--- config.mk ---
export PLATFORM = sky130hd
export DESIGN_NAME = varredura_matriz_leds
export DESIGN_NICKNAME = d
export VERILOG_FILES = /design/src/rtl/varredura_matriz_leds.sv
export SDC_FILE = /design/constraint.sdc
export NUM_CORES = 1
export LEC_CHECK = 0
export BUFFER_PORTS_ARGS = -buffer_cell sky130_fd_sc_hd__buf_2
export CAP_MARGIN = 20
export CORE_ASPECT_RATIO = 1.4
export CORE_MARGIN = 1.5
export CORE_UTILIZATION = 45
export CTS_CLUSTER_SIZE = 16
export DETAILED_ROUTE_END_ITERATION = 7
export PLACE_DENSITY_LB_ADDON = 0.15
export RECOVER_POWER = 100
export SYNTH_ARGS = -nofsm -noshare
export SYNTH_HDL_FRONTEND = slang
export SYNTH_SLANG_ARGS = --single-unit
--- constraint.sdc ---
create_clock -name clock -period 2.9 [get_ports clock]
set_clock_uncertainty 0.2 [all_clocks]
set_input_delay 0.58 -clock clock [delete_from_list [all_inputs] [get_ports clock]]
set_output_delay 0.58 -clock clock [all_outputs]
set_load 0.03 [all_outputs]
--- src/rtl/varredura_matriz_leds.sv ---
// Column-scanned 5x7 LED matrix driver: one lit column at a time, a blank cycle between columns,
// and a one-cycle pulse at the end of each frame. Define CURSOR_BLINK_EN to add a blinking cursor overlay.
module varredura_matriz_leds #(
   parameter int DIV_SCAN     = 1000,
   parameter int BLINK_FRAMES = 25
) (
   input  logic       clock,
   input  logic       reset,
   input  logic       enable,
   input  logic [6:0] matriz0,
   input  logic [6:0] matriz1,
   input  logic [6:0] matriz2,
   input  logic [6:0] matriz3,
   input  logic [6:0] matriz4,
   input  logic [2:0] coordColuna,
   input  logic [2:0] coordLinha,
   output logic [4:0] colunas,
   output logic [6:0] linhas,
   output logic       fim_varredura
);

   localparam int            PW     = (DIV_SCAN > 1) ? $clog2(DIV_SCAN) : 1;
   localparam logic [PW-1:0] P_LAST = PW'(DIV_SCAN - 1);

   logic [PW-1:0] p_q, p_d;
   logic [2:0]    c_q, c_d;
   logic [4:0]    colunas_q, colunas_d;
   logic [6:0]    linhas_q, linhas_d;
   logic          fim_q, fim_d;
   logic [6:0]    pixel;
   logic          frame_end;

`ifdef CURSOR_BLINK_EN
   localparam int            FW     = (BLINK_FRAMES > 1) ? $clog2(BLINK_FRAMES) : 1;
   localparam logic [FW-1:0] F_LAST = FW'(BLINK_FRAMES - 1);

   logic [FW-1:0] frame_q, frame_d;
   logic          blink_q, blink_d;
`else
   logic          unused_coord;
   assign unused_coord = ^{coordColuna, coordLinha};
`endif

   // Pixel word of the active column, with the cursor bit flipped during the blink-on phase
   always_comb begin
      pixel = 7'b0000000;
      case (c_q)
         3'd0:    pixel = matriz0;
         3'd1:    pixel = matriz1;
         3'd2:    pixel = matriz2;
         3'd3:    pixel = matriz3;
         3'd4:    pixel = matriz4;
         default: pixel = 7'b0000000;
      endcase
`ifdef CURSOR_BLINK_EN
      if (blink_q && (coordColuna == c_q) && (coordColuna <= 3'd4) && (coordLinha <= 3'd6)) begin
         pixel = pixel ^ (7'b0000001 << coordLinha);
      end else begin
         pixel = pixel;
      end
`endif
   end

   // Scan sequencing: lit cycles while the prescaler runs, then one blank cycle and advance
   always_comb begin
      p_d       = '0;
      c_d       = 3'd0;
      colunas_d = 5'b11111;
      linhas_d  = 7'b0000000;
      fim_d     = 1'b0;
      frame_end = 1'b0;
      if (!enable) begin
         p_d = '0;
         c_d = 3'd0;
      end else if (p_q == P_LAST) begin
         p_d       = '0;
         c_d       = (c_q == 3'd4) ? 3'd0 : c_q + 3'd1;
         fim_d     = (c_q == 3'd4);
         frame_end = (c_q == 3'd4);
      end else begin
         p_d       = p_q + {{(PW-1){1'b0}}, 1'b1};
         c_d       = c_q;
         colunas_d = ~(5'b00001 << c_q);
         linhas_d  = pixel;
      end
   end

`ifdef CURSOR_BLINK_EN
   // The blink phase flips on the same edge that emits the BLINK_FRAMES-th end-of-frame pulse
   always_comb begin
      frame_d = frame_q;
      blink_d = blink_q;
      if (!enable) begin
         frame_d = '0;
         blink_d = 1'b0;
      end else if (frame_end) begin
         if (frame_q == F_LAST) begin
            frame_d = '0;
            blink_d = ~blink_q;
         end else begin
            frame_d = frame_q + {{(FW-1){1'b0}}, 1'b1};
            blink_d = blink_q;
         end
      end else begin
         frame_d = frame_q;
         blink_d = blink_q;
      end
   end

   // Blink state registers
   always_ff @(posedge clock) begin
      if (reset) begin
         frame_q <= '0;
         blink_q <= 1'b0;
      end else begin
         frame_q <= frame_d;
         blink_q <= blink_d;
      end
   end
`endif

   // Scan state and registered outputs
   always_ff @(posedge clock) begin
      if (reset) begin
         p_q       <= '0;
         c_q       <= 3'd0;
         colunas_q <= 5'b11111;
         linhas_q  <= 7'b0000000;
         fim_q     <= 1'b0;
      end else begin
         p_q       <= p_d;
         c_q       <= c_d;
         colunas_q <= colunas_d;
         linhas_q  <= linhas_d;
         fim_q     <= fim_d;
      end
   end

   assign colunas       = colunas_q;
   assign linhas        = linhas_q;
   assign fim_varredura = fim_q;

endmodule

Word-level counts from Yosys, hierarchy flattened

Index checks and enable logic that the tools add are counted.

Latch bits: 0
Register bits: 26
Memories: 0
ROM bits: 0
Bits of input ports: 44
Memory bits (writable): 0

Mux-type cells: 2
Divide/modulo/power cells: 0
Reductions and logical operators: 4
Eq/ne operators: 5
Order comparisons: 0
Bitwise operators: 3
Add/sub/neg operators: 2
Shift-type cells: 1
Multipliers: 0

Operators by type and width:

| operator                                                              | count |
|---|---|
| 7-bit case mux with 5 select lines                                    | 1 |
| 10-bit by 1-bit adder with 10-bit output, second input constant       | 1 |
| 10-bit equality test, second input constant                           | 1 |
| 3-bit by 2-bit equality test with 1-bit output, second input constant | 2 |
| 3-bit OR reduction                                                    | 2 |
| 5-bit inverter                                                        | 1 |
| 1-bit by 3-bit left shift with 5-bit output, first input constant     | 1 |
| 3-bit by 1-bit adder with 3-bit output, second input constant         | 1 |
| 3-bit by 1-bit equality test with 1-bit output, second input constant | 1 |
| 3-bit equality test, second input constant                            | 1 |
| 3-bit logical NOT                                                     | 1 |
| 3-bit two-way mux                                                     | 1 |
| 1-bit inverter                                                        | 2 |
| 2-bit OR reduction                                                    | 1 |

Depth between registers and ports, before layout

Gate-level depths: netlist of the first run.

Depth after elaboration: 3
Mapped depth: 6
Gate-level depth less buffers: 5

Least setup slack after synthesis of the first run

Ideal clock, no wire load.

Path type: reg2reg
From: register c_q[0]
To: register linhas_q[0] (netlist: linhas[0])
Required time: 2.547 ns
Path slack: 0.966 ns
Arrival: 1.581 ns
Clock period less this slack: 1.934 ns
Buffers on the path: 0
Library setup time: 0.153 ns
Stages on the path, launching flop included: 6
Path through: dfxtp_1 inv_1 ha_1 or2_2 a211oi_1 a211oi_1

Longest elaborated chain between the ends: 2
Elaborated cells between the ends (all ways): 6
Those cells by class: 4 x eq/ne; 1 x mux; 1 x reduce/logical

Ends and longest elaborated chain:

| element                                           | line | text |
|---|---|---|
| from (decl)                                       | 26   | `logic [2:0] c_q, c_d;` |
| from (signal assigned)                            | 126  | `c_q <= 3'd0;` |
| from (signal assigned)                            | 132  | `c_q <= c_d;` |
| 3-bit equality test, or another cell as far along | 47   | `case (c_q)` |
| 7-bit case mux with 5 select lines (*)            | 47   |  |
| to (signal assigned)                              | 134  | `linhas_q <= linhas_d;` |
| to (decl)                                         | 28   | `logic [6:0] linhas_q, linhas_d;` |

Mark *: on every way between the ends. The rest lies on a longest branch, timed or not.
A chain may end at the register's enable or synchronous reset.

Worst setup path after layout of the first run

From: register p_q[0]
To: register linhas_q[4] (netlist: linhas[4])

Longest elaborated chain between the ends: 2

Ends and longest elaborated chain:

| element                      | line | text |
|---|---|---|
| from (decl)                  | 25   | `logic [PW-1:0] p_q, p_d;` |
| from (signal assigned)       | 131  | `p_q <= p_d;` |
| 10-bit equality test         | 75   | `end else if (p_q == P_LAST) begin` |
| 3-bit OR reduction (no line) | n/a  |  |

Every way passes these cells.

==> flow_summary.html, run 1 <==
<table>
<tr><th>Metric</th><th>Value</th></tr>
<tr><th colspan="2">Power</th></tr>
<tr><td>Power Density</td><td>398 mW/mm2</td></tr>
<tr><td>Worst ir drop on vdd</td><td>0.000231 V</td></tr>
<tr><td>Leakage</td><td>between 0.5 and 0.6 nW</td></tr>
<tr><td>Final total power</td><td>between 500 and 600 uW</td></tr>
<tr><th colspan="2">Timing</th></tr>
<tr><td>Period Utilization, post-route</td><td>73.9%</td></tr>
<tr><td>Setup total negative slack</td><td>0 ns</td></tr>
<tr><td>Worst rel slew slack</td><td>53.3%</td></tr>
<tr><td>Pins over their slew limit</td><td>0</td></tr>
<tr><td>Unrepaired setup endpoints after global routing</td><td>no</td></tr>
<tr><td>Min Clock Period, post-route</td><td>2.14 ns</td></tr>
<tr><td>Final hold vios</td><td>0</td></tr>
<tr><td>Number of endpoints failing setup at the final stage</td><td>0</td></tr>
<tr><td>Final Worst Setup Slack</td><td>0.757 ns</td></tr>
<tr><td>Measured slew at the worst slew-check pin</td><td>~0.69 ns</td></tr>
<tr><td>Max Clk Rate</td><td>467 MHz</td></tr>
<tr><td>Hold slack</td><td>between 0.2 and 0.3 ns</td></tr>
<tr><th colspan="2">CTS</th></tr>
<tr><td>CTS Root Buffer Type</td><td>clkbuf_4</td></tr>
<tr><td>Setup Buffers After CTS</td><td>0</td></tr>
<tr><td>Clock tree sinks</td><td>26</td></tr>
<tr><td>H-tree depth</td><td>1</td></tr>
<tr><td>CTS clock-pin slew for the worst setup and hold paths</td><td>0.13 ns</td></tr>
<tr><td>Inserted Clock Buffers</td><td>3</td></tr>
<tr><td>Hold_buf cts</td><td>0</td></tr>
<tr><td>TritonCTS clock tree</td><td>built</td></tr>
<tr><td>Insertion delay of the later-clocked pin in the worst-skew pair</td><td>0.30 ns</td></tr>
<tr><td>Number of gates resized after CTS</td><td>0</td></tr>
<tr><td>Max clock buf depth</td><td>2</td></tr>
<tr><th colspan="2">Run status</th></tr>
<tr><td>Result of the run</td><td>finished clean</td></tr>
<tr><th colspan="2">Logic synthesis</th></tr>
<tr><td>Seq/Total Area, Yosys</td><td>a little over two fifths</td></tr>
<tr><td>Fraction of the mapped netlist area in compound gates</td><td>23.8%</td></tr>
<tr><td>Average instance area after synthesis</td><td>9.82 um2</td></tr>
<tr><td>Netlist cell types</td><td>34</td></tr>
<tr><td>Synthesized cell area</td><td>0.00121 mm2</td></tr>
<tr><td>Synth Area in Simple Gates</td><td>20.2%</td></tr>
<tr><td>Yosys top cell area share</td><td>43.1%</td></tr>
<tr><td>Synthesized-area fraction occupied by adder cells</td><td>under 10%</td></tr>
<tr><td>Flop and latch count out of synthesis</td><td>26</td></tr>
<tr><td>Most frequently used cell type in the post-synthesis netlist</td><td>dfxtp_1</td></tr>
<tr><td>Cells taking the most area after synthesis</td><td>dfxtp_1 (43%), ha_1 (6.2%), a211oi_1 (5.0%), a221oi_1 (3.6%), a22o_1 (3.6%)</td></tr>
<tr><td>Number of warning messages in the yosys log</td><td>0</td></tr>
<tr><td>Post-synthesis cell count</td><td>123</td></tr>
<tr><td>Post-Synthesis Net Count</td><td>173</td></tr>
<tr><td>Leading area contributor after synthesis</td><td>dfxtp_1</td></tr>
<tr><td>Proportion of register bits with asynchronous set or reset after synthesis</td><td>0%</td></tr>
<tr><td>Top flip-flop cell by instance count after synthesis</td><td>dfxtp_1</td></tr>
<tr><td>Combinational family with the most area after synthesis</td><td>compound AO/OA/AOI/OAI gates</td></tr>
<tr><td>Post-synth top cells</td><td>dfxtp_1 (26), nand2_1 (9), a211oi_1 (8)</td></tr>
<tr><td>Xor/xnor cell area share of the yosys netlist</td><td>under 10%</td></tr>
<tr><td>Multiplexer area fraction after synthesis</td><td>0%</td></tr>
<tr><td>Number of synthesized flops with an enable pin</td><td>0</td></tr>
<tr><th colspan="2">Placement</th></tr>
<tr><td>Instance count after placement with tap cells included</td><td>just over 200</td></tr>
<tr><td>Instance area at placement</td><td>0.00149 mm2</td></tr>
<tr><td>Number of buffers inserted by port buffering</td><td>50</td></tr>
<tr><td>Final HPWL DP</td><td>2100 um</td></tr>
<tr><td>Final weighted congestion in routability-driven placement</td><td>0.736</td></tr>
<tr><td>Post-place setup slack</td><td>0.933 ns</td></tr>
<tr><th colspan="2">Detailed routing</th></tr>
<tr><td>Detailed router's first-iteration violation count</td><td>29</td></tr>
<tr><td>Via count</td><td>between 1k and 1.5k</td></tr>
<tr><td>Final Routed Wirelength</td><td>2570 um</td></tr>
<tr><td>Wire length per cell after detailed routing</td><td>12.2 um</td></tr>
<tr><td>Drc violations</td><td>0</td></tr>
<tr><td>ANT nets after route</td><td>0</td></tr>
<tr><td>Vias per inst</td><td>5.32</td></tr>
<tr><td>First-pass iteration count of the detailed router</td><td>4</td></tr>
<tr><th colspan="2">Finish</th></tr>
<tr><td>Footprint of the multi-input gates</td><td>609 um2</td></tr>
<tr><td>Fillcell total</td><td>278</td></tr>
<tr><td>Final Instance Count excl. Fillers</td><td>210</td></tr>
<tr><td>Post-layout net count</td><td>~230</td></tr>
<tr><td>Post-layout util</td><td>57.2%</td></tr>
<tr><td>Ratio of cells with drive above 1 in the final layout</td><td>between 20% and 30%</td></tr>
<tr><td>Post-route cell area</td><td>0.00148 mm2</td></tr>
<tr><td>N_diodes</td><td>0</td></tr>
<tr><td>Area added between synthesis and finish</td><td>22.5%</td></tr>
<tr><td>Area of all sequential standard cells</td><td>520 um2</td></tr>
<tr><th colspan="2">Hold path</th></tr>
<tr><td>Worst min path class</td><td>register to register</td></tr>
<tr><td>Worst hold path cell count</td><td>1</td></tr>
<tr><th colspan="2">Floorplan</th></tr>
<tr><td>Die outline area</td><td>0.00301 mm2</td></tr>
<tr><td>Starting density of the core</td><td>approximately 47%</td></tr>
<tr><td>I/O pin count</td><td>57</td></tr>
<tr><td>Chip height</td><td>64.3 um</td></tr>
<tr><td>Die X-Extent</td><td>about 47 um</td></tr>
<tr><td>Std cell rows</td><td>22</td></tr>
<tr><td>Placeable core area</td><td>about 0.0026 mm2</td></tr>
<tr><th colspan="2">Setup path</th></tr>
<tr><td>Cell count along the critical path</td><td>5</td></tr>
<tr><td>Cell family contributing the most delay on the critical path</td><td>buffers and inverters</td></tr>
<tr><td>Arrival @ worst endpoint</td><td>approximately 2.1 ns</td></tr>
<tr><td>Cell chain of the critical path</td><td>ha_1 -&gt; nand4bb_1 -&gt; o311ai_0 -&gt; clkbuf_1 -&gt; a211oi_1</td></tr>
<tr><td>Data required time at the worst endpoint</td><td>between 2 and 3 ns</td></tr>
<tr><td>Number of cells on the worst reg-to-reg path</td><td>5</td></tr>
<tr><td>Bufs and invs on worst path</td><td>1</td></tr>
<tr><td>Critical Path Source Type</td><td>register</td></tr>
<tr><td>Class of the most critical setup path</td><td>register to register</td></tr>
<tr><td>Critical path fanouts, max</td><td>14</td></tr>
<tr><td>Critical Path Max Stage Delay</td><td>0.52 ns</td></tr>
<tr><td>Nature of the critical path endpoint</td><td>register</td></tr>
<tr><td>Slowest cell on the critical path</td><td>clkbuf_1</td></tr>
<tr><th colspan="2">Global route</th></tr>
<tr><td>Residual overflow from global routing</td><td>0</td></tr>
<tr><td>First-pass GRT wire length</td><td>4060 um</td></tr>
<tr><td>Number of antenna violations at the first check in global routing</td><td>0</td></tr>
<tr><td>Number of global-route vias before repair</td><td>just over 1k</td></tr>
<tr><td>Pin count of the biggest net entering global routing</td><td>15</td></tr>
<tr><td>Total track usage</td><td>18.0%</td></tr>
<tr><th colspan="2">Flow run</th></tr>
<tr><td>Max-Cap Viols</td><td>0</td></tr>
</table>
## state kept, by name, summed over array words and instances, names as in the netlist
name / count
colunas: 5
c_q: 3
linhas: 7
p_q: 10
fim_varredura: 1
## kinds of logic after synthesis
group,after synthesis
and+or+nand+nor,40
AOI/OAI and AO/OA,37
DFF,26
buffers and inverters,11
adders and majority gates,6
xor gates and xnor gates,3
## routing by layer
metal | track usage, % | wire [um] | vias to the layer above
li1 | - | - | 570
met1 | 21.4 | 1050 | 505
met3 | 3.39 | 129 | 2
met5 | 0 | 0 | -
met2 | 30.5 | 1370 | 41
met4 | 6.60 | 23 | 0
## cell usage in the layout, fill, tap and decap left out, drive strengths merged
cell type  synthesis  final
buf                3     38
dfxtp             26     26
clkbuf             2     18
nand2              9      9
a211oi             8      8
inv                6      6
nor2               6      6
ha                 6      6
a22o               5      5
and3b              5      5
a221oi             5      5
a22oi              5      5
nand3              4      4
a21oi              4      4
o21ai              3      3
or3                3      3
and2               3      3
nand4              2      2
nor2b              2      2
or4                2      2
a222oi             2      2
xnor2              2      2
nand4bb            1      1
o311a              1      1
nand2b             1      1
nor4               1      1
o31ai              1      1
o311ai             1      1
or2                1      1
o211ai             1      1
a31oi              1      1
xor2               1      1
## worst register-to-register path, cell delays in order (launching register included)
cell       delay [ns]
dfxtp_1          0.39
ha_1             0.22
nand4bb_1        0.19
o311ai_0         0.37
clkbuf_1         0.52
a211oi_1         0.11
## area by class of cell
class                   instances  area share [%]
multi-input cells              86            41.2
inverters                       6            1.52
flip-flops and latches         26            35.2
well taps                      36            3.05
clock buffers                   4            2.45
repair buffers                 52            16.6
## path summary, 6_finish.rpt
kind	from	endpoint	slack (ns)
worst max-delay path	p_q[0]	linhas[4]	0.76
worst min-delay path	p_q[0]	p_q[0]	0.28
worst max register to register	p_q[0]	linhas[4]	0.76
worst min register to register	p_q[0]	p_q[0]	0.28
## where the power goes
group          switching (mW)  internal [mW]  total, mW
clock network          0.0934         0.0765      0.170
logic                  0.0270         0.0263     0.0533
registers             0.00258          0.363      0.366
total                   0.123          0.466      0.589
Power figures use the tool's default switching activity.
==> run 2: changes to the inputs <==
--- a/config.mk
+++ b/config.mk
@@ -9,7 +9,7 @@
 export CAP_MARGIN = 20
 export CORE_ASPECT_RATIO = 1.4
 export CORE_MARGIN = 1.5
-export CORE_UTILIZATION = 45
+export CORE_UTILIZATION = 41
 export CTS_CLUSTER_SIZE = 16
 export DETAILED_ROUTE_END_ITERATION = 7
 export PLACE_DENSITY_LB_ADDON = 0.15
==> constraint.sdc (replaced) <==
create_clock -name clock -period 1.75 [get_ports clock]
set_clock_uncertainty 0.2 [all_clocks]
set_input_delay 0.35 -clock clock [delete_from_list [all_inputs] [get_ports clock]]
set_output_delay 0.35 -clock clock [all_outputs]
set_load 0.03 [all_outputs]
==> run 2 against run 1 <==
Cell area increased by 18%; utilization increased by 4.5 points; via count increased by 8.7%; register-to-register slack got worse by 0.69 ns; maximum frequency increased by 27%; final cell count increased by 9.0%; power increased by 76%; clock-buffer cell count decreased by 1; sequential power increased by 65%; first-iteration DRC count increased by 48%; largest cell class unchanged; highest routed layer unchanged; largest power group unchanged.
==> flow_summary.html, run 2 (same netlist as run 1, synthesis figures left out) <==
<table>
<tr><th>Metric</th><th>Value</th></tr>
<tr><th colspan="2">Finish</th></tr>
<tr><td>Post-layout util</td><td>61.7% (was 57.2%)</td></tr>
<tr><td>Ratio of cells with drive above 1 in the final layout</td><td>39.6% (was 24.7%)</td></tr>
<tr><td>Area of all sequential standard cells</td><td>526 um2 (was 520 um2)</td></tr>
<tr><td>Fillcell total</td><td>291 (was 278)</td></tr>
<tr><td>Area added between synthesis and finish</td><td>44.0% (was 22.5%)</td></tr>
<tr><td>Final Instance Count excl. Fillers</td><td>229 (was 210)</td></tr>
<tr><td>N_diodes</td><td>0 (unchanged)</td></tr>
<tr><td>Footprint of the multi-input gates</td><td>707 um2 (was 609 um2)</td></tr>
<tr><td>Largest Register</td><td>p_q (unchanged)</td></tr>
<tr><td>Max reg flops</td><td>10 (unchanged)</td></tr>
<tr><td>Post-route cell area</td><td>0.00174 mm2 (was 0.00148 mm2)</td></tr>
<tr><td>Commonest cells after routing, fill and taps aside</td><td>buf_2 (37), dfxtp_1 (24), buf_4 (17) (was buf_2 (37), dfxtp_1 (26), clkbuf_1 (14))</td></tr>
<tr><td>Leading cell type in the layout, fill and taps excluded</td><td>buf_2 (unchanged)</td></tr>
<tr><td>Post-layout net count</td><td>244 (was 225)</td></tr>
<tr><th colspan="2">CTS</th></tr>
<tr><td>Insertion delay of the later-clocked pin in the worst-skew pair</td><td>0.26 ns (was 0.30 ns)</td></tr>
<tr><td>Max clock buf depth</td><td>2 (unchanged)</td></tr>
<tr><td>Inserted Clock Buffers</td><td>3 (unchanged)</td></tr>
<tr><td>TritonCTS clock tree</td><td>built (unchanged)</td></tr>
<tr><td>CTS Root Buffer Type</td><td>clkbuf_8 (was clkbuf_4)</td></tr>
<tr><td>CTS clock-pin slew for the worst setup and hold paths</td><td>0.08 ns (was 0.13 ns)</td></tr>
<tr><td>Clock tree sinks</td><td>26 (unchanged)</td></tr>
<tr><td>H-tree depth</td><td>1 (unchanged)</td></tr>
<tr><th colspan="2">Global route</th></tr>
<tr><td>Number of antenna violations at the first check in global routing</td><td>0 (unchanged)</td></tr>
<tr><td>GR met3 Demand/Resource</td><td>1.99% (was 3.39%)</td></tr>
<tr><td>Met1 track utilization from global routing</td><td>21.7% (was 21.4%)</td></tr>
<tr><td>Residual overflow from global routing</td><td>0 (unchanged)</td></tr>
<tr><td>Busiest metal layer after global routing</td><td>met2 (unchanged)</td></tr>
<tr><td>Total track usage</td><td>19.2% (was 18.0%)</td></tr>
<tr><td>Met2 demand-to-capacity share in global routing</td><td>36.3% (was 30.5%)</td></tr>
<tr><td>Pin count of the biggest net entering global routing</td><td>15 (unchanged)</td></tr>
<tr><td>First-pass GRT wire length</td><td>4840 um (was 4060 um)</td></tr>
<tr><td>Number of global-route vias before repair</td><td>1121 (was 1018)</td></tr>
<tr><th colspan="2">Setup path</th></tr>
<tr><td>Class of the most critical setup path</td><td>register to register (unchanged)</td></tr>
<tr><td>Cell chain of the critical path</td><td>ha_4 -&gt; nand4bb_4 -&gt; o311a_4 -&gt; a22o_1 (was ha_1 -&gt; nand4bb_1 -&gt; o311ai_0 -&gt; clkbuf_1 -&gt; a211oi_1)</td></tr>
<tr><td>Slowest cell on the critical path</td><td>o311a_4 (was clkbuf_1)</td></tr>
<tr><td>Critical Path Source Type</td><td>register (unchanged)</td></tr>
<tr><td>Arrival @ worst endpoint</td><td>1.64 ns (was 2.11 ns)</td></tr>
<tr><td>Data required time at the worst endpoint</td><td>1.71 ns (was 2.87 ns)</td></tr>
<tr><td>Worst reg-to-reg setup slack</td><td>0.06 ns (was 0.76 ns)</td></tr>
<tr><td>Critical path fanouts, max</td><td>7 (was 14)</td></tr>
<tr><td>Critical Path Max Stage Delay</td><td>0.42 ns (was 0.52 ns)</td></tr>
<tr><td>Nature of the critical path endpoint</td><td>register (unchanged)</td></tr>
<tr><th colspan="2">Floorplan</th></tr>
<tr><td>Starting density of the core</td><td>42.8% (was 46.7%)</td></tr>
<tr><td>Die outline area</td><td>0.00328 mm2 (was 0.00301 mm2)</td></tr>
<tr><td>Die X-Extent</td><td>48.9 um (was 46.8 um)</td></tr>
<tr><td>Std cell rows</td><td>23 (was 22)</td></tr>
<tr><td>Chip height</td><td>67.2 um (was 64.3 um)</td></tr>
<tr><td>I/O pin count</td><td>57 (unchanged)</td></tr>
<tr><td>Placeable core area</td><td>0.00282 mm2 (was 0.00259 mm2)</td></tr>
<tr><th colspan="2">Run status</th></tr>
<tr><td>Result of the run</td><td>finished clean (unchanged)</td></tr>
<tr><th colspan="2">Detailed routing</th></tr>
<tr><td>Via count</td><td>1215 (was 1118)</td></tr>
<tr><td>ANT nets after route</td><td>0 (unchanged)</td></tr>
<tr><td>First-pass iteration count of the detailed router</td><td>4 (unchanged)</td></tr>
<tr><td>Wire length per cell after detailed routing</td><td>13.6 um (was 12.2 um)</td></tr>
<tr><td>Final Routed Wirelength</td><td>3110 um (was 2570 um)</td></tr>
<tr><td>Drc violations</td><td>0 (unchanged)</td></tr>
<tr><td>Detailed router's first-iteration violation count</td><td>43 (was 29)</td></tr>
<tr><td>Vias per inst</td><td>5.31 (was 5.32)</td></tr>
<tr><th colspan="2">Timing</th></tr>
<tr><td>Pins over their slew limit</td><td>0 (unchanged)</td></tr>
<tr><td>Worst rel slew slack</td><td>73.7% (was 53.3%)</td></tr>
<tr><td>Hold slack</td><td>0.222 ns (was 0.281 ns)</td></tr>
<tr><td>Period Utilization, post-route</td><td>96.5% (was 73.9%)</td></tr>
<tr><td>Min Clock Period, post-route</td><td>1.69 ns (was 2.14 ns)</td></tr>
<tr><td>Measured slew at the worst slew-check pin</td><td>0.396 ns (was 0.694 ns)</td></tr>
<tr><td>Number of endpoints failing setup at the final stage</td><td>0 (unchanged)</td></tr>
<tr><td>Final hold vios</td><td>0 (unchanged)</td></tr>
<tr><td>Max Clk Rate</td><td>592 MHz (was 467 MHz)</td></tr>
<tr><th colspan="2">Hold path</th></tr>
<tr><td>Worst min path class</td><td>input pin to register (was register to register)</td></tr>
<tr><th colspan="2">Placement</th></tr>
<tr><td>Instance count after placement with tap cells included</td><td>224 (was 206)</td></tr>
<tr><td>Instance area at placement</td><td>0.00163 mm2 (was 0.00149 mm2)</td></tr>
<tr><td>Final HPWL DP</td><td>2400 um (was 2100 um)</td></tr>
<tr><td>Final weighted congestion in routability-driven placement</td><td>0.776 (was 0.736)</td></tr>
<tr><td>Number of buffers inserted by port buffering</td><td>50 (unchanged)</td></tr>
<tr><th colspan="2">Power</th></tr>
<tr><td>Power Density</td><td>597 mW/mm2 (was 398 mW/mm2)</td></tr>
<tr><td>Final total power</td><td>1.04 mW (was 589 uW)</td></tr>
<tr><td>Leakage</td><td>0.707 nW (was 0.589 nW)</td></tr>
<tr><td>Worst ir drop on vdd</td><td>0.000422 V (was 0.000231 V)</td></tr>
<tr><th colspan="2">Flow run</th></tr>
<tr><td>Max-Cap Viols</td><td>0 (unchanged)</td></tr>
</table>
==> run 2: cell count changes in the layout (fill, tap and decap cells not counted), sizes merged <==
| cell | change |
|---|---|
| buf | +18 |
==> run 2: critical path, delay by kind of cell (launching register included) <==
family / cells / cell delay [ns]
compound gates: 2 / 0.66
simple gates: 1 / 0.14
flops: 1 / 0.39
fa+ha+maj: 1 / 0.19
==> run 2: cell type report <==
type / count / area share (%)
well taps: 37 / 2.66
clock buffers: 3 / 2.37
flip-flops and latches: 26 / 30.2
inverters: 6 / 1.29
multi-input cells: 86 / 40.6
repair buffers: 71 / 22.8
==> run 2: timing repair <==
item	in CTS	in global routing
hold buffers	0	0
setup endpoints to repair	10	18
pin swaps	1	5
gates resized for setup	3	14
buffers inserted	2	0
==> run 2: through the flow <==
| step | setup slack, ns | setup TNS [ns] |
|---|---|---|
| 3_5_place_dp | -0.0463 | -0.315 |
| 6_report | 0.0620 | 0 |
| 3_3_place_gp | -0.0119 | -0.0478 |
| 2_1_floorplan | 0.0159 | 0 |
| 5_1_grt | -0.00811 | -0.0173 |
| 4_1_cts | 0.00386 | 0 |
==> run 2: report_power, final <==
group	leakage (nW)	internal, mW	switching (mW)
Sequential	0.213	0.599	0.00448
Clock	0.0216	0.154	0.174
Combinational	0.473	0.0543	0.0527
Total	0.707	0.807	0.231
==> run 2: final timing paths <==
path,startpoint,end,depth (start not counted)
hold reg to reg,p_q[8],p_q[8],2
setup reg to reg,p_q[0],c_q[1],4
setup / recovery,p_q[0],c_q[1],4
hold / removal,reset,p_q[2],3
==> run 2: layer usage <==
| metal | part of all wire [%] | vias up | routed length, um |
|---|---|---|---|
| met3 | 2.9 | 4 | 89 |
| met2 | 54 | 29 | 1690 |
| li1 | - | 604 | - |
| met5 | 0 | - | 0 |
| met1 | 42 | 578 | 1300 |
| met4 | 1.2 | 0 | 36 |
==> run 3: changes to the inputs <==
--- a/config.mk
+++ b/config.mk
@@ -8,7 +8,7 @@
 export BUFFER_PORTS_ARGS = -buffer_cell sky130_fd_sc_hd__buf_2
 export CAP_MARGIN = 20
 export CORE_ASPECT_RATIO = 1.4
-export CORE_MARGIN = 1.5
+export CORE_MARGIN = 2
 export CORE_UTILIZATION = 41
 export CTS_CLUSTER_SIZE = 16
 export DETAILED_ROUTE_END_ITERATION = 7
==> run 3 against run 2 <==
Clock-buffer cell count up 1; combinational power decreased by 6%; critical path depth increased by 1; sequential power barely moved.
==> flow_summary.html, run 3 (same netlist as run 1, synthesis figures left out) <==
<table>
<tr><th>Metric</th><th>Value</th></tr>
<tr><th colspan="2">CTS</th></tr>
<tr><td>CTS clock-pin slew for the worst setup and hold paths</td><td>0.09 ns (was 0.08 ns)</td></tr>
<tr><td>TritonCTS clock tree</td><td>built (unchanged)</td></tr>
<tr><td>H-tree depth</td><td>1 (unchanged)</td></tr>
<tr><td>Max clock buf depth</td><td>2 (unchanged)</td></tr>
<tr><td>Clock tree sinks</td><td>26 (unchanged)</td></tr>
<tr><td>Hold_buf cts</td><td>0 (unchanged)</td></tr>
<tr><td>Inserted Clock Buffers</td><td>3 (unchanged)</td></tr>
<tr><td>CTS Root Buffer Type</td><td>clkbuf_8 (unchanged)</td></tr>
<tr><td>Insertion delay of the later-clocked pin in the worst-skew pair</td><td>0.26 ns (about the same)</td></tr>
<tr><th colspan="2">Setup path</th></tr>
<tr><td>Data required time at the worst endpoint</td><td>1.69 ns (was 1.71 ns)</td></tr>
<tr><td>Number of cells on the worst reg-to-reg path</td><td>5 (was 4)</td></tr>
<tr><td>Arrival @ worst endpoint</td><td>1.65 ns (was 1.64 ns)</td></tr>
<tr><td>Slowest cell on the critical path</td><td>dfxtp_1 (was o311a_4)</td></tr>
<tr><td>Worst reg-to-reg setup slack</td><td>0.05 ns (was 0.06 ns)</td></tr>
<tr><td>Critical Path Max Stage Delay</td><td>0.40 ns (was 0.42 ns)</td></tr>
<tr><td>Reg-to-Reg Start</td><td>p_q[0] (unchanged)</td></tr>
<tr><td>Cell chain of the critical path</td><td>ha_4 -&gt; nand4bb_4 -&gt; o311ai_2 -&gt; clkbuf_4 -&gt; a211oi_1 (was ha_4 -&gt; nand4bb_4 -&gt; o311a_4 -&gt; a22o_1)</td></tr>
<tr><td>Class of the most critical setup path</td><td>register to register (unchanged)</td></tr>
<tr><td>Critical Path Source Type</td><td>register (unchanged)</td></tr>
<tr><td>Critical path fanouts, max</td><td>14 (was 7)</td></tr>
<tr><td>Nature of the critical path endpoint</td><td>register (unchanged)</td></tr>
<tr><td>Endpoint of the lowest-slack register-to-register path</td><td>linhas[6] (was c_q[1])</td></tr>
<tr><th colspan="2">Finish</th></tr>
<tr><td>Post-route cell area</td><td>0.00170 mm2 (was 0.00174 mm2)</td></tr>
<tr><td>Ratio of cells with drive above 1 in the final layout</td><td>37.4% (was 39.6%)</td></tr>
<tr><td>N_diodes</td><td>0 (unchanged)</td></tr>
<tr><td>Area added between synthesis and finish</td><td>41.1% (was 44.0%)</td></tr>
<tr><td>Largest Register</td><td>p_q (unchanged)</td></tr>
<tr><td>Final Instance Count excl. Fillers</td><td>227 (was 229)</td></tr>
<tr><td>Commonest cells after routing, fill and taps aside</td><td>buf_2 (37), dfxtp_1 (24), clkbuf_1 (14), buf_4 (14), nand2_1 (9) (was buf_2 (37), dfxtp_1 (24), buf_4 (17))</td></tr>
<tr><td>Max reg flops</td><td>10 (unchanged)</td></tr>
<tr><td>Fillcell total</td><td>264 (was 291)</td></tr>
<tr><td>Leading cell type in the layout, fill and taps excluded</td><td>buf_2 (unchanged)</td></tr>
<tr><td>Post-layout net count</td><td>241 (was 244)</td></tr>
<tr><th colspan="2">Hold path</th></tr>
<tr><td>Worst min path class</td><td>input pin to register (unchanged)</td></tr>
<tr><td>Worst min-delay path startpoint</td><td>reset (unchanged)</td></tr>
<tr><td>Worst Hold End</td><td>p_q[2] (unchanged)</td></tr>
<tr><td>Worst hold path cell count</td><td>3 (unchanged)</td></tr>
<tr><th colspan="2">Floorplan</th></tr>
<tr><td>Starting density of the core</td><td>42.4% (was 42.8%)</td></tr>
<tr><td>Std cell rows</td><td>23 (unchanged)</td></tr>
<tr><td>Placeable core area</td><td>0.00285 mm2 (was 0.00282 mm2)</td></tr>
<tr><td>Die X-Extent</td><td>49.9 um (was 48.9 um)</td></tr>
<tr><td>Chip height</td><td>68.2 um (was 67.2 um)</td></tr>
<tr><td>Die outline area</td><td>0.00340 mm2 (was 0.00328 mm2)</td></tr>
<tr><td>I/O pin count</td><td>57 (unchanged)</td></tr>
<tr><th colspan="2">Timing</th></tr>
<tr><td>Min Clock Period, post-route</td><td>1.70 ns (was 1.69 ns)</td></tr>
<tr><td>Hold slack</td><td>0.227 ns (was 0.222 ns)</td></tr>
<tr><td>Pins over their slew limit</td><td>0 (unchanged)</td></tr>
<tr><td>Measured slew at the worst slew-check pin</td><td>0.370 ns (was 0.396 ns)</td></tr>
<tr><td>Period Utilization, post-route</td><td>97.2% (was 96.5%)</td></tr>
<tr><td>Unrepaired setup endpoints after global routing</td><td>no</td></tr>
<tr><td>Max Clk Rate</td><td>588 MHz (was 592 MHz)</td></tr>
<tr><td>Worst rel slew slack</td><td>75.4% (was 73.7%)</td></tr>
<tr><td>Setup total negative slack</td><td>0 ns (unchanged)</td></tr>
<tr><td>Final hold vios</td><td>0 (unchanged)</td></tr>
<tr><td>Number of endpoints failing setup at the final stage</td><td>0 (unchanged)</td></tr>
<tr><th colspan="2">Placement</th></tr>
<tr><td>Final weighted congestion in routability-driven placement</td><td>0.768 (was 0.776)</td></tr>
<tr><td>Instance count after placement with tap cells included</td><td>222 (was 224)</td></tr>
<tr><td>Final HPWL DP</td><td>2440 um (was 2400 um)</td></tr>
<tr><td>Instance area at placement</td><td>0.00161 mm2 (was 0.00163 mm2)</td></tr>
<tr><td>Number of buffers inserted by port buffering</td><td>50 (unchanged)</td></tr>
<tr><th colspan="2">Global route</th></tr>
<tr><td>Number of antenna violations at the first check in global routing</td><td>0 (unchanged)</td></tr>
<tr><td>Number of global-route vias before repair</td><td>1177 (was 1121)</td></tr>
<tr><td>Total track usage</td><td>18.9% (was 19.2%)</td></tr>
<tr><td>First-pass GRT wire length</td><td>4950 um (was 4840 um)</td></tr>
<tr><td>Pin count of the biggest net entering global routing</td><td>15 (unchanged)</td></tr>
<tr><td>Residual overflow from global routing</td><td>0 (unchanged)</td></tr>
<tr><th colspan="2">Detailed routing</th></tr>
<tr><td>Vias per inst</td><td>5.26 (was 5.31)</td></tr>
<tr><td>Via count</td><td>1195 (was 1215)</td></tr>
<tr><td>Drc violations</td><td>0 (unchanged)</td></tr>
<tr><td>ANT nets after route</td><td>0 (unchanged)</td></tr>
<tr><td>Detailed router's first-iteration violation count</td><td>33 (was 43)</td></tr>
<tr><td>Final Routed Wirelength</td><td>3100 um (was 3110 um)</td></tr>
<tr><td>Wire length per cell after detailed routing</td><td>13.6 um (about the same)</td></tr>
<tr><td>First-pass iteration count of the detailed router</td><td>4 (unchanged)</td></tr>
<tr><th colspan="2">Power</th></tr>
<tr><td>Leakage</td><td>0.689 nW (was 0.707 nW)</td></tr>
<tr><td>Final total power</td><td>1.08 mW (was 1.04 mW)</td></tr>
<tr><td>Worst ir drop on vdd</td><td>0.000332 V (was 0.000422 V)</td></tr>
<tr><td>Power Density</td><td>634 mW/mm2 (was 597 mW/mm2)</td></tr>
<tr><th colspan="2">Run status</th></tr>
<tr><td>Result of the run</td><td>finished clean (unchanged)</td></tr>
<tr><th colspan="2">Flow run</th></tr>
<tr><td>Max-Cap Viols</td><td>0 (unchanged)</td></tr>
</table>
==> run 3: final cells by class <==
| type | instances | area [um2] | area share, % |
|---|---|---|---|
| multi-input combinational | 86 | 692 | 40.6 |
| sequential | 26 | 526 | 30.8 |
| tap | 37 | 46.3 | 2.72 |
| timing repair buffer | 68 | 363 | 21.3 |
| inverter | 6 | 22.5 | 1.32 |
| clock buffer | 4 | 55.1 | 3.23 |
==> run 3: timing repair <==
action                                  CTS  global route
buffers inserted                          2             0
endpoints found under the hold margin     0             0
pin swaps                                 1             3
resized for setup                         2            12
endpoints found under the setup margin   10            12
==> run 3: report_power, final <==
group,internal (mW),switching [mW],total [mW]
logic,0.0517,0.0488,0.101
clock network,0.201,0.175,0.376
registers,0.599,0.00506,0.604
==> run 3: per-stage QoR <==
stage               utilization [%]  worst slack, ns
floorplan                         -           0.0159
global placement               56.6         -0.00517
detailed placement             56.6          -0.0388
CTS                            59.6           0.0143
global route                   59.8          0.00470
finish                         59.8           0.0487
==> run 3: worst max-delay path by stage <==
stage	from	end	slack, ns
after detailed placement	c_q[0]	linhas[6]	-0.04
after floorplan	p_q[0]	c_q[2]	0.02
final	p_q[0]	linhas[6]	0.05
after global placement	c_q[0]	linhas[6]	-0.005
after CTS	p_q[0]	c_q[1]	0.01
after global routing	c_q[0]	linhas[0]	0.005
==> run 3: metal layers <==
layer | track usage, % | wire length, um
met5 | 0 | 0
met2 | 36.2 | 1720
met3 | 2.18 | 123
met1 | 20.9 | 1200
met4 | 7.99 | 46
==> run 3: critical path, delay by kind of cell (launching register included) <==
kind            cells  cell delay [ns]
fa+ha+maj           1             0.19
compound gates      2             0.35
buf+inv             1             0.29
flops               1             0.40
simple gates        1             0.15
